[src/rtl/serial_transmitter.sv]
`default_nettype none
// ============================================================================
// Module   : serial_transmitter
// Purpose  : Byte serialiser, the Tx partner of the serial receiver. Bytes are
//            queued in a small FIFO and sent on a single line as
//            idle-low / one high start bit / 8 data bits LSB first /
//            at least GAP_CYCLES low guard cycles. One bit per SCin cycle.
// Revision : 1.0 - initial release
// ----------------------------------------------------------------------------
// Ports
//   SCin      in   1   clock, all state changes on the rising edge
//   Reset     in   1   asynchronous active-high reset
//   PDin      in   8   parallel byte to queue
//   PDvalid   in   1   source requests a write of PDin
//   PDaccept  out  1   FIFO not full; a write happens when PDvalid & PDaccept
//   SDout     out  1   registered serial data line
//   Busy      out  1   a frame (start, data or gap) is in progress
//   Count     out  CW  bytes queued, excluding the byte being shifted
// ============================================================================
module serial_transmitter #(
  parameter int FIFO_DEPTH = 4,  // power of 2, >= 2
  parameter int GAP_CYCLES = 1   // >= 1
) (
  input  logic                            SCin,
  input  logic                            Reset,
  input  logic [7:0]                      PDin,
  input  logic                            PDvalid,
  output logic                            PDaccept,
  output logic                            SDout,
  output logic                            Busy,
  output logic [$clog2(FIFO_DEPTH+1)-1:0] Count
);

  localparam int PTR_W = $clog2(FIFO_DEPTH);
  localparam int CNT_W = $clog2(FIFO_DEPTH + 1);
  localparam int GAP_W = (GAP_CYCLES > 1) ? $clog2(GAP_CYCLES) : 1;

  localparam logic [CNT_W-1:0] FULL_COUNT = CNT_W'(FIFO_DEPTH);
  localparam logic [GAP_W-1:0] GAP_LOAD   = GAP_W'(GAP_CYCLES - 1);

  typedef enum logic [1:0] {
    IDLE  = 2'd0,
    START = 2'd1,
    DATA  = 2'd2,
    GAP   = 2'd3
  } state_t;

  // --------------------------------------------------------------------------
  // Byte FIFO
  // --------------------------------------------------------------------------
  logic [7:0]       mem [FIFO_DEPTH];
  logic [PTR_W-1:0] wr_ptr;
  logic [PTR_W-1:0] rd_ptr;
  logic             push;
  logic             pop;

  // Acceptance depends only on registered occupancy: a full FIFO refuses a
  // write even on an edge where the FSM pops.
  assign PDaccept = (Count != FULL_COUNT);
  assign push     = PDvalid & PDaccept;

  // Storage is not reset: a slot is only ever read after it has been written.
  always_ff @(posedge SCin) begin
    if (push) begin
      mem[wr_ptr] <= PDin;
    end
  end

  // Pointers wrap naturally because FIFO_DEPTH is a power of two. The
  // handshake guarantees no overflow and no underflow of Count.
  always_ff @(posedge SCin or posedge Reset) begin
    if (Reset) begin
      wr_ptr <= '0;
      rd_ptr <= '0;
      Count  <= '0;
    end else begin
      if (push) begin
        wr_ptr <= wr_ptr + PTR_W'(1);
      end
      if (pop) begin
        rd_ptr <= rd_ptr + PTR_W'(1);
      end
      case ({push, pop})
        2'b10:   Count <= Count + CNT_W'(1);
        2'b01:   Count <= Count - CNT_W'(1);
        default: Count <= Count;
      endcase
    end
  end

  // --------------------------------------------------------------------------
  // Frame FSM
  // --------------------------------------------------------------------------
  state_t           state;
  state_t           state_nxt;
  logic [7:0]       shreg;
  logic [7:0]       shreg_nxt;
  logic [2:0]       bit_cnt;
  logic [2:0]       bit_cnt_nxt;
  logic [GAP_W-1:0] gap_cnt;
  logic [GAP_W-1:0] gap_cnt_nxt;
  logic             sd_nxt;
  logic             have_byte;

  // Count is registered, so a byte written on this edge is seen next edge.
  assign have_byte = (Count != '0);
  assign Busy      = (state != IDLE);

  always_ff @(posedge SCin or posedge Reset) begin
    if (Reset) begin
      state   <= IDLE;
      shreg   <= '0;
      bit_cnt <= '0;
      gap_cnt <= '0;
      SDout   <= 1'b0;
    end else begin
      state   <= state_nxt;
      shreg   <= shreg_nxt;
      bit_cnt <= bit_cnt_nxt;
      gap_cnt <= gap_cnt_nxt;
      SDout   <= sd_nxt;
    end
  end

  always_comb begin
    state_nxt   = state;
    shreg_nxt   = shreg;
    bit_cnt_nxt = bit_cnt;
    gap_cnt_nxt = gap_cnt;
    sd_nxt      = 1'b0;
    pop         = 1'b0;

    case (state)
      IDLE: begin
        if (have_byte) begin
          pop       = 1'b1;
          shreg_nxt = mem[rd_ptr];
          sd_nxt    = 1'b1;
          state_nxt = START;
        end
      end

      // Start bit is on the line now; put d0 out and begin shifting.
      START: begin
        sd_nxt      = shreg[0];
        shreg_nxt   = {1'b0, shreg[7:1]};
        bit_cnt_nxt = 3'd0;
        state_nxt   = DATA;
      end

      // bit_cnt tracks which data bit is currently on the line; once d7 has
      // had its cycle the line drops for the guard period.
      DATA: begin
        if (bit_cnt == 3'd7) begin
          sd_nxt      = 1'b0;
          gap_cnt_nxt = GAP_LOAD;
          state_nxt   = GAP;
        end else begin
          sd_nxt      = shreg[0];
          shreg_nxt   = {1'b0, shreg[7:1]};
          bit_cnt_nxt = bit_cnt + 3'd1;
        end
      end

      GAP: begin
        if (gap_cnt != '0) begin
          gap_cnt_nxt = gap_cnt - GAP_W'(1);
        end else if (have_byte) begin
          pop       = 1'b1;
          shreg_nxt = mem[rd_ptr];
          sd_nxt    = 1'b1;
          state_nxt = START;
        end else begin
          state_nxt = IDLE;
        end
      end

      default: begin
        state_nxt = IDLE;
      end
    endcase
  end

endmodule
`default_nettype wire

[config.mk]
export PLATFORM = sky130hd
export DESIGN_NAME = serial_transmitter
export DESIGN_NICKNAME = d
export VERILOG_FILES = /design/src/rtl/serial_transmitter.sv
export SDC_FILE = /design/constraint.sdc
export NUM_CORES = 1
export LEC_CHECK = 0
export CAP_MARGIN = 20
export CORE_MARGIN = 5
export CORE_UTILIZATION = 50
export CTS_BUF_LIST = sky130_fd_sc_hd__clkbuf_8
export DETAILED_ROUTE_END_ITERATION = 16
export GPL_TIMING_DRIVEN = 1
export HOLD_SLACK_MARGIN = 0.1
export PLACE_DENSITY = 0.73
export SLEW_MARGIN = 20
export SYNTH_ARGS = -nofsm -noshare
export SYNTH_HDL_FRONTEND = slang
export SYNTH_SLANG_ARGS = --single-unit
[constraint.sdc]
create_clock -name SCin -period 2.1 [get_ports SCin]
set_clock_uncertainty 0.1 [all_clocks]
set_input_delay 0.63 -clock SCin [delete_from_list [all_inputs] [get_ports SCin]]
set_output_delay 0.63 -clock SCin [all_outputs]
set_load 0.02 [all_outputs]
==> results.sh <==
export IMPL_status="finished clean"
export IMPL_core_area_mm2=0.00463
export IMPL_grt_start_max_net_pins=22
export IMPL_finish_net_count=229
export IMPL_grt_overflow_total=0
export IMPL_crit_arrival_ps=2230
export IMPL_via_count_of_the_first_global_routing_pass=1531
export IMPL_numClockSinks=53
export IMPL_total_chip_power_w=0.00464
export IMPL_slew_of_the_pin_with_the_lowest_slew_margin_ps=521
export IMPL_crit_type="primary input to register"
export IMPL_detailed_placement_wirelength_estimate_um=3290
export IMPL_cap_violations=0
export IMPL_grt_antenna_before_repair=0
export IMPL_cts_buffers=5
export IMPL_power_leakage_nw=1.19
export IMPL_insertion_delay_ps=310
export IMPL_post_synth_top_count_cell="edfxtp_1"
export IMPL_cts_max_path_buffers=2
export IMPL_timing_hold_worst_path_depth=1
export IMPL_number_of_diodes_added_for_antenna_fixing=0
export IMPL_detail_route_drc_violations=0
export IMPL_cpMaxStageDelayCell="clkdlybuf4s50_1"
export IMPL_max_freq_ghz=0.477
export IMPL_gr_util_all_layers_pct=16.0
export IMPL_fin_tns_setup_ps=0
export IMPL_unrepaired_setup_endpoints_after_global_routing="true"
export IMPL_final_period_minus_worst_setup_slack_ps=2090
export IMPL_netlist_area_leader_share_pct=40.9
export IMPL_dr_total_vias=1453
export IMPL_route_detailed_wl_per_inst_um=17.1
export IMPL_multi_input_logic_area_um2=858
export IMPL_design_area_mm2=0.00297
export IMPL_num_rows=25
export IMPL_post_synth_top_area_cell="edfxtp_1"
export IMPL_cts_reportedPaths_clkPinSlew_ps=90
export IMPL_setup_violations_final=0
export IMPL_grt_pass1_wl_um=7470
export IMPL_critPathLaunchType="primary input"
export IMPL_share_of_final_layout_standard_cells_stronger_than_drive_strength_1_pct=31.1
export IMPL_cell_by_cell_trace_of_the_critical_path="clkdlybuf4s50_1, and2_4, inv_2, ha_4, fa_2, xnor2_1, nor2_1, xor2_1"
export IMPL_viasPerCell=5.59
export IMPL_power_density_mw_per_mm2=1570
export IMPL_synthesis_area_per_instance_um2=14.6
export IMPL_area_delta_synth_final_pct=26.4
export IMPL_die_w_um=78.5
export IMPL_ys_ff_latch=53
export IMPL_post_synth_inst_count=161
export IMPL_seq_area_mm2=0.00149
export IMPL_worstPathRequired_ps=2230
export IMPL_critical_path_max_fanout=2
export IMPL_post_synthesis_net_count=185
export IMPL_synthFlopType="edfxtp_1"
export IMPL_synth_area_top_cells="edfxtp_1, dfrtp_1, mux4_2"
export IMPL_final_period_utilization_pct=99.8
export IMPL_irDropWorstVdd_v=0.000759
export IMPL_synth_distinct_cells=34
export IMPL_tritoncts="yes"
export IMPL_critical_path_max_stage_delay_ps=490
export IMPL_syn_area_mm2=0.00235
export IMPL_buffer_ports_inserted=16
export IMPL_detail_route_first_pass_iterations=4
export IMPL_die_y_um=78.5
export IMPL_hold_viol_final=0
export IMPL_ff2ff_setup_slack_ps=5
export IMPL_fillCellCount=343
export IMPL_r2r_worst_path_cells=6
export IMPL_timing_final_max_slew_violations=0
export IMPL_htree_num_levels=2
export IMPL_drt_iter0_markers=86
export IMPL_finish_utilization_pct=64.1
export IMPL_gp_routability_congestion=0.765
export IMPL_endpoint_kind="register"
export IMPL_worst_hold_path_type="register to register"
export IMPL_relSlewSlack_pct=64.8
export IMPL_synth_enable_flop_cells=32
export IMPL_floorplan_initialDensity_pct=50.7
export IMPL_yosysWarningCount=0
export IMPL_netlist_top_cells_count="edfxtp_1, dfrtp_1, nand2_1"
export IMPL_placement_cell_area_mm2=0.00281
export IMPL_synth_yosys_seq_area_share_pct=63.3
export IMPL_fraction_of_synthesis_flops_using_an_asynchronous_set_or_reset_pin_pct=39.6
export IMPL_antenna_left=0
export IMPL_totalWireLength_um=4440
export IMPL_io_pin_count=17
export IMPL_clock_tree_root_cell="clkbuf_8"
export IMPL_fp_dieArea_mm2=0.00616
routing by layer:
metal	global-route usage (%)	vias up	wire length [um]
met5	0	-	0
li1	-	683	-
met3	4.47	6	128
met4	4.37	0	52
met2	29.5	23	2470
met1	18.0	741	1800
worst paths after layout:
| check | from | end |
|---|---|---|
| setup / recovery | PDvalid | Count[2]$_DFFE_PP0P_ |
| hold / removal | bit_cnt[2]$_DFFE_PP0P_ | bit_cnt[2]$_DFFE_PP0P_ |
| setup reg to reg | Count[1]$_DFFE_PP0P_ | Count[1]$_DFFE_PP0P_ |
| hold reg to reg | bit_cnt[2]$_DFFE_PP0P_ | bit_cnt[2]$_DFFE_PP0P_ |
| max in group asynchronous | Reset | Count[1]$_DFFE_PP0P_ |
| min in group asynchronous | Reset | Count[0]$_DFFE_PP0P_ |
worst max-delay path, delay by kind of cell:
kind	cells	cell delay, ps
buffers and inverters	2	530
XOR/XNOR	2	280
adder cells (fa/ha/maj)	2	510
AND/OR/NAND/NOR	2	280
cell type report:
type                       instances  share of cell area, %
multi-input combinational         95                   28.9
inverter                           8                   1.01
timing repair buffer              42                   13.6
sequential                        53                   50.2
clock inverter                     3                   1.60
clock buffer                       5                   2.32
tap                               54                   2.28
stage by stage:
step           cells  hold slack (ps)  setup slack [ps]
2_1_floorplan    161              363              -109
3_3_place_gp     248              377              -299
3_5_place_dp     248              392              -355
4_1_cts          256              416             -25.3
5_1_grt          260              458             -43.7
6_report         260              429              5.06
sequential cells by signal, indices dropped and copies added (netlist names):
register / flops
mem: 32
shreg: 8
Count: 3
bit_cnt: 3
rd_ptr: 2
state: 2
wr_ptr: 2
SDout: 1
cell families (layout without fill, tap and decap cells):
logic type | count (synthesis) | count (layout) | synth area share [%]
compound gates | 26 | 26 | 7.20
xor+xnor | 6 | 6 | 2.24
flops | 53 | 53 | 63.3
mux | 11 | 11 | 9.06
simple gates | 39 | 39 | 8.16
buf+inv | 13 | 58 | 2.77
fa+ha+maj | 13 | 13 | 7.25
cell usage in the layout, fill, tap and decap left out, types with 2 or more instances in the layout:
cell	count
buf_12	5
nor4b_1	2
buf_4	21
nand2_1	19
xnor2_1	3
a31oi_1	7
ha_1	9
nor2_1	4
a21oi_1	7
ha_4	2
inv_6	2
inv_2	3
edfxtp_1	32
clkbuf_8	5
o21ai_0	4
mux4_2	8
dfrtp_2	3
dlygate4sd2_1	3
xor2_1	3
nor2b_1	2
dfrtp_1	18
clkdlybuf4s50_1	11
and2_4	2
inv_1	4
and3_1	4
repair_timing:
action | CTS | global route
hold buffers | 0 | 0
resized for setup | 10 | 8
setup buffers | 0 | 4
gates cloned | 0 | 0
pin swaps | 0 | 1
endpoints found under the setup margin | 7 | 4
power by group:
part           internal, W  switching (W)  total, W
Clock             0.000364       0.000337  0.000701
Sequential         0.00146       0.000227   0.00169
Combinational      0.00119        0.00106   0.00225
No activity file was read; power rests on OpenSTA's default activity.
